## config.mk

```make
export PLATFORM = sky130hd
export DESIGN_NAME = instr_fetch_ctrl
export DESIGN_NICKNAME = d
export VERILOG_FILES = /design/src/rtl/nios_fetch_pkg.sv /design/src/rtl/fetch_fifo.sv /design/src/rtl/instr_fetch_ctrl.sv
export SDC_FILE = /design/constraint.sdc
export NUM_CORES = 1
export LEC_CHECK = 0
export ABC_AREA = 0
export BUFFER_PORTS_ARGS = -buffer_cell sky130_fd_sc_hd__buf_2
export CAP_MARGIN = 40
export CORE_AREA = 4 4 113 136
export CTS_BUF_LIST = sky130_fd_sc_hd__clkbuf_8
export CTS_CLUSTER_DIAMETER = 40
export DETAILED_ROUTE_END_ITERATION = 8
export DIE_AREA = 0 0 117 140
export PLACE_DENSITY = 0.85
export SYNTH_ARGS = -nofsm -noshare
export SYNTH_HDL_FRONTEND = slang
export SYNTH_HIERARCHICAL = 1
export SYNTH_SLANG_ARGS = --single-unit
```

## constraint.sdc

```tcl
create_clock -name clock -period 5.26 [get_ports clock]
set_input_delay 0.789 -clock clock [delete_from_list [all_inputs] [get_ports clock]]
set_output_delay 0.789 -clock clock [all_outputs]
set_load 0.005 [all_outputs]
```

## src/rtl/nios_fetch_pkg.sv

```systemverilog
// Shared constants for the fetch path: branch decode fields, ROM geometry, FSM encoding.
package nios_fetch_pkg;

    localparam logic [5:0]  OP_BR       = 6'h06;
    localparam logic [15:0] BR_SELF_IMM = 16'hFFFC;

    localparam int unsigned ROM_BYTES   = 256;
    localparam logic [31:0] ROM_PC_MAX  = 32'(ROM_BYTES - 4);

    localparam logic [1:0] ST_IDLE  = 2'd0;
    localparam logic [1:0] ST_RUN   = 2'd1;
    localparam logic [1:0] ST_HALT  = 2'd2;
    localparam logic [1:0] ST_FAULT = 2'd3;

    typedef struct packed {
        logic [31:0] pc;
        logic [31:0] inst;
    } fetch_entry_t;

    // "stop: br stop" encodes as opcode BR with a -4 byte offset.
    function automatic logic is_self_branch(input logic [31:0] inst);
        return (inst[5:0] == OP_BR) && (inst[21:6] == BR_SELF_IMM);
    endfunction

endpackage

```

## src/rtl/fetch_fifo.sv

```systemverilog
// Fetch buffer of {pc,inst} entries; head visible combinationally, zero when empty.
// Push accepted when not full or popping the same cycle; flush overrides push and pop.
module fetch_fifo
    import nios_fetch_pkg::*;
#(
    parameter int DEPTH = 2
) (
    input  logic         clock,
    input  logic         reset,
    input  logic         push,
    input  fetch_entry_t push_dat,
    input  logic         pop,
    input  logic         flush,
    output fetch_entry_t head_dat,
    output logic         full,
    output logic         empty
);

    localparam int AW = $clog2(DEPTH);

    fetch_entry_t   mem [DEPTH];
    logic [AW-1:0]  wr_ptr;
    logic [AW-1:0]  rd_ptr;
    logic [AW:0]    count;
    logic           push_ok;
    logic           pop_ok;

    assign full    = (count == (AW+1)'(DEPTH));
    assign empty   = (count == '0);
    assign push_ok = push && (!full || pop);
    assign pop_ok  = pop && !empty;

    assign head_dat = empty ? '0 : mem[rd_ptr];

    always_ff @(posedge clock) begin
        if (reset || flush) begin
            wr_ptr <= '0;
            rd_ptr <= '0;
            count  <= '0;
        end else begin
            if (push_ok) wr_ptr <= wr_ptr + 1'b1;
            if (pop_ok)  rd_ptr <= rd_ptr + 1'b1;
            unique case ({push_ok, pop_ok})
                2'b10:   count <= count + 1'b1;
                2'b01:   count <= count - 1'b1;
                default: count <= count;
            endcase
        end
    end

    // Storage needs no reset: occupancy alone decides what is visible.
    always_ff @(posedge clock) begin
        if (push_ok) mem[wr_ptr] <= push_dat;
    end

endmodule

```

## src/rtl/instr_fetch_ctrl.sv

```systemverilog
// Fetch sequencer: PC, ROM addressing, fetch buffer; first word valid two edges after start is sampled.
// Holds PC and stops capturing while the buffer is full and decode is not ready.
module instr_fetch_ctrl
    import nios_fetch_pkg::*;
#(
    parameter logic [31:0] RESET_PC   = 32'h0000_0000,
    parameter logic [31:0] PC_MAX     = ROM_PC_MAX,
    parameter int          FIFO_DEPTH = 2
) (
    input  logic        clock,
    input  logic        reset,
    input  logic        start,
    output logic [31:0] rom_addr,
    input  logic [31:0] rom_data,
    output logic        inst_valid,
    output logic [31:0] inst_data,
    output logic [31:0] inst_pc,
    input  logic        inst_ready,
    input  logic        redirect_valid,
    input  logic [31:0] redirect_pc,
    output logic        halted,
    output logic        fault
);

    logic [1:0]   state;
    logic [31:0]  pc;
    logic         start_q;
    logic         fifo_full;
    logic         fifo_empty;
    fetch_entry_t head;
    fetch_entry_t cap_dat;
    logic         pop;
    logic         push;
    logic         redir_act;
    logic         redir_bad;
    logic         self_br;
    logic [32:0]  pc_next4;
    logic         overrun;

    assign pop       = inst_valid && inst_ready;
    assign redir_act = redirect_valid && ((state == ST_RUN) || (state == ST_HALT));
    assign redir_bad = (redirect_pc[1:0] != 2'b00) || (redirect_pc > PC_MAX);
    assign push      = (state == ST_RUN) && !redir_act && (!fifo_full || pop);
    assign self_br   = is_self_branch(rom_data);
    assign pc_next4  = {1'b0, pc} + 33'd4;
    assign overrun   = pc_next4 > {1'b0, PC_MAX};
    assign cap_dat   = '{pc: pc, inst: rom_data};

    fetch_fifo #(.DEPTH(FIFO_DEPTH)) u_fifo (
        .clock    (clock),
        .reset    (reset),
        .push     (push),
        .push_dat (cap_dat),
        .pop      (pop),
        .flush    (redir_act),
        .head_dat (head),
        .full     (fifo_full),
        .empty    (fifo_empty)
    );

    // start is registered first, so RUN begins one edge after it is sampled.
    always_ff @(posedge clock) begin
        if (reset) begin
            state   <= ST_IDLE;
            pc      <= RESET_PC;
            start_q <= 1'b0;
        end else begin
            start_q <= (state == ST_IDLE) && start && !start_q;
            unique case (state)
                ST_IDLE: begin
                    if (start_q) state <= ST_RUN;
                end
                ST_RUN, ST_HALT: begin
                    if (redir_act) begin
                        if (redir_bad) begin
                            state <= ST_FAULT;
                        end else begin
                            pc    <= redirect_pc;
                            state <= ST_RUN;
                        end
                    end else if (push) begin
                        if (self_br) begin
                            state <= ST_HALT;
                        end else begin
                            pc <= pc_next4[31:0];
                            if (overrun) state <= ST_FAULT;
                        end
                    end
                end
                default: state <= ST_FAULT;
            endcase
        end
    end

    assign rom_addr   = pc;
    assign inst_valid = !fifo_empty;
    assign inst_data  = head.inst;
    assign inst_pc    = head.pc;
    assign halted     = (state == ST_HALT);
    assign fault      = (state == ST_FAULT);

endmodule
```

==> impl_metrics.toml, run 1 <==
[synthesis]
ys.flop_type = "edfxtp_1"
postSynth.asyncResetShare = 0
synth_fp_nets = 737
synth-simple-area-share = 0.174
yosysUniqueCellTypes = 59
synth-xor-area-share = 0.0215
synthTopCellsByArea = "edfxtp_1 (50%), dfxtp_1 (10%), mux2i_1 (8.8%)"
synth_top_cells_by_count = "edfxtp_1 (128), nor2_1 (111), mux2i_1 (68), nand2_1 (43), dfxtp_1 (40)"
syn_inst = 661
yosysTopAreaCell = "edfxtp_1"
avgSynthCellArea_um2 = 11.7
synth_area_um2 = 7720
seq_area_frac_synth = 0.601
postSynthRegisterBits = 168
ys_warn_count = 6
synth_mux_area_frac = 0.0881
synth_fa_ha_area_frac = 0.0113
synth_top_area_share = 0.498
yosysMostFrequentCell = "edfxtp_1"
synth-edff-count = 128
synth_top_family_by_area = "simple AND/OR/NAND/NOR gates"
synth-compound-area-share = 0.0750

[die]
placementRows = 48
coreArea_um2 = 14200
dieArea_um2 = 16400
ioPinCount = 168
initial_core_util = 0.545
die_height_um = 140
die-width_um = 117

[min_path]
hold_class = "flip-flop to flip-flop"
hold_start = "state[1]"

[global_route]
grt_max_degree = 66
grt_util_all_layers = 0.218
grt_overflow = 0
grt_pass1_wl_um = 27900
grt_pass1_vias = 5590
antenna_found_initial = 0

[final_layout]
area_growth_pct = 17.6
nets = 895
final_core_util = 0.641
fillers = 1118
instances_no_fill = 1007
n_antenna_cell = 0
drive_gt1_frac = 0.272

[drt]
wl_met2_um = 9070
highest_layer = "met4"
wl_met3_um = 1190
wirelength_um = 17800
drt-met1-wl_um = 7210
drtAntennaViolNets = 0
vias = 5721
drcViolationCount = 0
firstDrtPassIters = 5
drt-wirelength-per-cell_um = 17.7
viasPerCell = 5.68
dr.first_iter.drc_count = 503

[sta]
finalHoldViolations = 0
setup_ws_ns = 1.94
finalCriticalPeriod_ns = 3.32
worstMarginPinSlew_ns = 0.877
drv_slew = 0
final-setup-viol-count = 0
setup_tns_ns = 0
finalCritPeriodShare = 0.631
rsz0062_at_grt = "false"
fmax_ghz = 0.301
worst_clock_skew_ns = 0.0140
slew_headroom = 0.416

[pwr]
p_leak_nw = 3.46
total_power_mw = 3.02
vdd_ir_drop_max_mv = 0.157
power_density_nw_per_um2 = 332

[cts]
clkTransAtPathRegs_ns = 0.08
clock_latency_ns = 0.44
clock-root-buffer = "clkbuf_8"
clock_path_buffers = 2
cts_hold_buffers = 0
post_cts_buffers = 0
cts_resized = 0
cts.sinks = 168
cts_buffers = 17
cts_tree = "done"
htree_levels = 4

[run]
drv_cap = 0

[critical_path]
crit_fanout = 32
critPathKind = "flip-flop to flip-flop"
cp-end-kind = "flip-flop"
start_kind = "flip-flop"
timing.rr.start = "state[0]"
critPathRequiredTime_ns = 5.62
arrival_ns = 3.67
critPathLaunch = "state[0]"

[placement]
io_buffers = 167
hpwl_um = 12500
dp_slack_ns = 1.90
routabilityCongestion = 0.893
place_inst = 975

[status]
outcome = "completed"
==> metrics by stage <==
step	hold slack, ns	area [um2]
final	0.502	9090
after global routing	0.500	9090
after CTS	0.501	9090
after detailed placement	0.487	8680
after global placement	0.481	8680
after floorplan	0.451	7720
==> path summary, 6_finish.rpt <==
kind                       end  slack (ns)  cells past startpoint
setup reg to reg  rom_addr[31]        1.94                     10
setup / recovery  rom_addr[31]        1.94                     10
hold reg to reg       state[1]        0.50                      2
hold / removal        state[1]        0.50                      2
==> area by class of cell <==
| cell class | count | area [um2] | area share |
|---|---|---|---|
| Tap cell | 175 | 219 | 0.0241 |
| Sequential cell | 168 | 4650 | 0.512 |
| Multi-Input combinational cell | 446 | 2880 | 0.317 |
| Timing Repair Buffer | 174 | 888 | 0.0978 |
| Clock buffer | 18 | 248 | 0.0273 |
| Inverter | 12 | 45.0 | 0.00496 |
| Clock inverter | 14 | 159 | 0.0175 |
==> kinds of logic after synthesis <==
logic type,count (synthesis)
AND/OR/NAND/NOR,259
flip-flops,168
AO/OA/AOI/OAI,93
multiplexers,68
buffers and inverters,47
XOR/XNOR,19
adder cells (fa/ha/maj),7
==> layer usage <==
metal  global-route usage  up-vias
li1                     -     2746
met1                0.266     2728
met2                0.373      217
met3               0.0497       30
met4               0.0809        0
met5                    0        -
==> where the power goes <==
part	switching [mW]	internal (mW)
Combinational	0.328	0.194
Sequential	0.0470	1.52
Clock	0.447	0.478
Total	0.822	2.20
==> sequential cells by signal (all words and copies together) (netlist names), named ones only <==
name and flops:
u_fifo/mem 128, u_fifo/count 2, rom_addr 32, start_q 1
u_fifo/rd_ptr 1, u_fifo/wr_ptr 1, state 2
==> critical path, stage by stage (launching register included) <==
cell     delay, ns
dfxtp_1       0.39
inv_1         0.08
ha_1          0.37
nand2_1       0.42
nor3_1        0.31
nand4_1       0.12
nor2_1        0.20
o221a_2       0.63
nand2_1       0.20
or3_1         0.36
a21oi_1       0.15
==> layout by cell type, fill, tap and decap left out, types with 4 or more instances in the layout <==
cell,count
buf_2,167
edfxtp_1,128
nor2_1,108
mux2i_1,68
nand2_1,43
dfxtp_1,39
a21oi_1,28
o21ai_0,21
clkbuf_8,18
inv_1,16
nand3_1,15
nor3_1,14
xnor2_1,13
nor4_1,11
nand4_1,10
or3_1,10
o21ai_1,9
a22oi_1,8
and2_1,8
and3_1,7
ha_1,7
buf_4,7
xor2_1,6
o31ai_1,4
a22o_1,4
nor2_4,4
nand3b_1,4
No activity file was read; power rests on OpenSTA's default activity.
==> run 2, diff against run 1 <==
ABC_AREA = 1   (was 0)
CORE_AREA = 4 4 120 145   (was 4 4 113 136)
DIE_AREA = 0 0 124 149   (was 0 0 117 140)
PLACE_DENSITY = 0.81   (was 0.85)
clock period = 2.8 ns   (was 5.26 ns; I/O delays follow)
==> impl_metrics.toml, run 2 <==
[synthesis]
yosysTopAreaCell = "edfxtp_1"
synthTopCellsByArea = "edfxtp_1 (48%), nand2_1 (13%), dfxtp_1 (10%)"
ys.flop_type = "edfxtp_1"
syn_inst = 860
yosysMostFrequentCell = "nand2_1"
seq_area_frac_synth = 0.579
synth_fp_nets = 936
synth-edff-count = 128
avgSynthCellArea_um2 = 9.33
ys_warn_count = 6
synth_top_area_share = 0.479
synth_area_um2 = 8020
postSynth.asyncResetShare = 0
synth_top_cells_by_count = "nand2_1 (269), edfxtp_1 (128), nor2_1 (104), inv_1 (54), a21oi_2 (50)"
postSynthRegisterBits = 168
yosysUniqueCellTypes = 35

[global_route]
grt_pass1_wl_um = 30600
grt_pass1_vias = 6342
grt_max_degree = 65
grt_overflow = 0
grt_util_all_layers = 0.212
antenna_found_initial = 0

[cts]
clock_path_buffers = 2
htree_levels = 4
cts_hold_buffers = 0
post_cts_buffers = 0
clock-root-buffer = "clkbuf_8"
cts_buffers = 17
cts_resized = 0
cts.sinks = 168
clock_latency_ns = 0.44
clkTransAtPathRegs_ns = 0.09
cts_tree = "done"

[sta]
finalCritPeriodShare = 0.883
fmax_ghz = 0.404
setup_ws_ns = 0.328
slew_headroom = 0.424
worst_clock_skew_ns = 0.0177
setup_tns_ns = 0
worstMarginPinSlew_ns = 0.863
finalHoldViolations = 0
drv_slew = 0
finalCriticalPeriod_ns = 2.47
rsz0062_at_grt = "false"
final-setup-viol-count = 0

[final_layout]
largest_register_ffs = 128
fillers = 1409
seq_area_um2 = 4650
nets = 1101
largest-register = "u_fifo/mem"
layout_common_cells = "nand2_1 (269), buf_2 (167), edfxtp_1 (128)"
layout.cells.most_common = "nand2_1"
area_growth_pct = 18.2
multi_input_area_um2 = 2970
drive_gt1_frac = 0.276
n_antenna_cell = 0
final_cell_area_um2 = 9480

[critical_path]
crit_fanout = 40
crit_top_cell = "nor2_1"
path_cells = "inv_1 -> ha_1 -> nand2_1 -> buf_4 -> clkinv_1 -> nor2_1 -> nor2_1 -> nand2_1 -> buf_4 -> nor2_1 -> a211oi_1"
arrival_ns = 2.81
path_depth = 11
critPathTopFamily = "buffers and inverters"
critPathMaxStageDelay_ns = 0.40
r2r_cells = 11
cp-end-kind = "flip-flop"
critPathRequiredTime_ns = 3.14
cp_slowest_cell = "dfxtp_1"
critPathKind = "flip-flop to flip-flop"
critPathBufInv = 4
start_kind = "flip-flop"

[pwr]
power_density_nw_per_um2 = 721
p_sw_frac = 0.343
p_comb_frac = 0.262
power_frac_clock = 0.241
p_switching_mw = 2.34
vdd_ir_drop_max_mv = 0.410
seqPwrFrac = 0.497
p_leak_nw = 3.90
power.internal_mw = 4.49

[die]
dieArea_um2 = 18500
coreArea_um2 = 16000
ioPinCount = 168
placementRows = 51
die_height_um = 149
initial_core_util = 0.501
die-width_um = 124

[drt]
wirelength_um = 19200
vias = 6513
dr.first_iter.drc_count = 458
drcViolationCount = 0
viasPerCell = 5.21
firstDrtPassIters = 6
drt-wirelength-per-cell_um = 15.3
drtAntennaViolNets = 0

[placement]
dpl_cell_area_um2 = 9100
hpwl_um = 13600
io_buffers = 167
routabilityCongestion = 0.916
dp_slack_ns = 0.407

[min_path]
hold_path_depth = 1
hold_class = "primary input to flip-flop"

[run]
drv_cap = 0

[status]
outcome = "completed"
[run 2: cell types whose count changed after synthesis, moves of 12 or more]
cell / change
xnor2_1: -12
inv_1: +42
o21ai_0: +19
a21oi_2: +50
mux2i_1: -68
nand2_1: +226
[run 2: final cells by class]
cell class / instances / share of cell area
Sequential cell: 168 / 0.490
Clock inverter: 13 / 0.0127
Inverter: 58 / 0.0234
Clock buffer: 19 / 0.0276
Tap cell: 212 / 0.0280
Timing Repair Buffer: 180 / 0.105
Multi-Input combinational cell: 600 / 0.313
[run 2: metrics by stage]
step | utilization | total power [mW] | hold WS, ns | std cells
finish | 0.592 | 6.84 | 0.167 | 1250
global route | 0.592 | 7.27 | 0.129 | 1250
CTS | 0.592 | 6.88 | 0.140 | 1250
detailed placement | 0.568 | 5.25 | 0.495 | 1218
global placement | 0.567 | 5.20 | 0.478 | 1217
floorplan | - | 4.52 | 0.467 | 860
[run 2: cell families (layout without fill, tap and decap cells)]
| kind of cell | count (synthesis) | in the layout | share of synthesized area |
|---|---|---|---|
| buffers and inverters | 92 | 270 | 0.0519 |
| and+or+nand+nor | 445 | 445 | 0.235 |
| adders and majority gates | 7 | 7 | 0.0109 |
| AOI/OAI and AO/OA | 138 | 138 | 0.112 |
| DFF | 168 | 168 | 0.579 |
| xor gates and xnor gates | 10 | 10 | 0.0109 |
[run 2: worst reg2reg max path, delay by kind of cell (launching register included)]
kind / cells / cell delay (ns)
compound gates: 1 / 0.20
fa+ha+maj: 1 / 0.36
flops: 1 / 0.40
simple gates: 5 / 0.52
buf+inv: 4 / 0.88
[run 2: power groups by stage]
stage	Combinational (mW)	Sequential (mW)	Clock, mW
floorplan	1.15	3.36	0
global route	2.04	3.44	1.79
finish	1.79	3.40	1.65
detailed placement	1.80	3.45	0
CTS	1.81	3.39	1.69
global placement	1.77	3.44	0
[run 2: per-layer routing]
layer,global-route usage,routed length (um)
met1,0.255,7630
met2,0.369,9620
met3,0.0459,1420
met4,0.0784,493
met5,0,0
[run 2: worst paths after layout]
path | from | endpoint | slack, ns
max | state[0] | rom_addr[20] | 0.33
min | rom_data[24] | u_fifo/mem[0][24] | 0.17
max reg2reg | state[0] | rom_addr[20] | 0.33
min reg2reg | u_fifo/rd_ptr | u_fifo/rd_ptr | 0.54
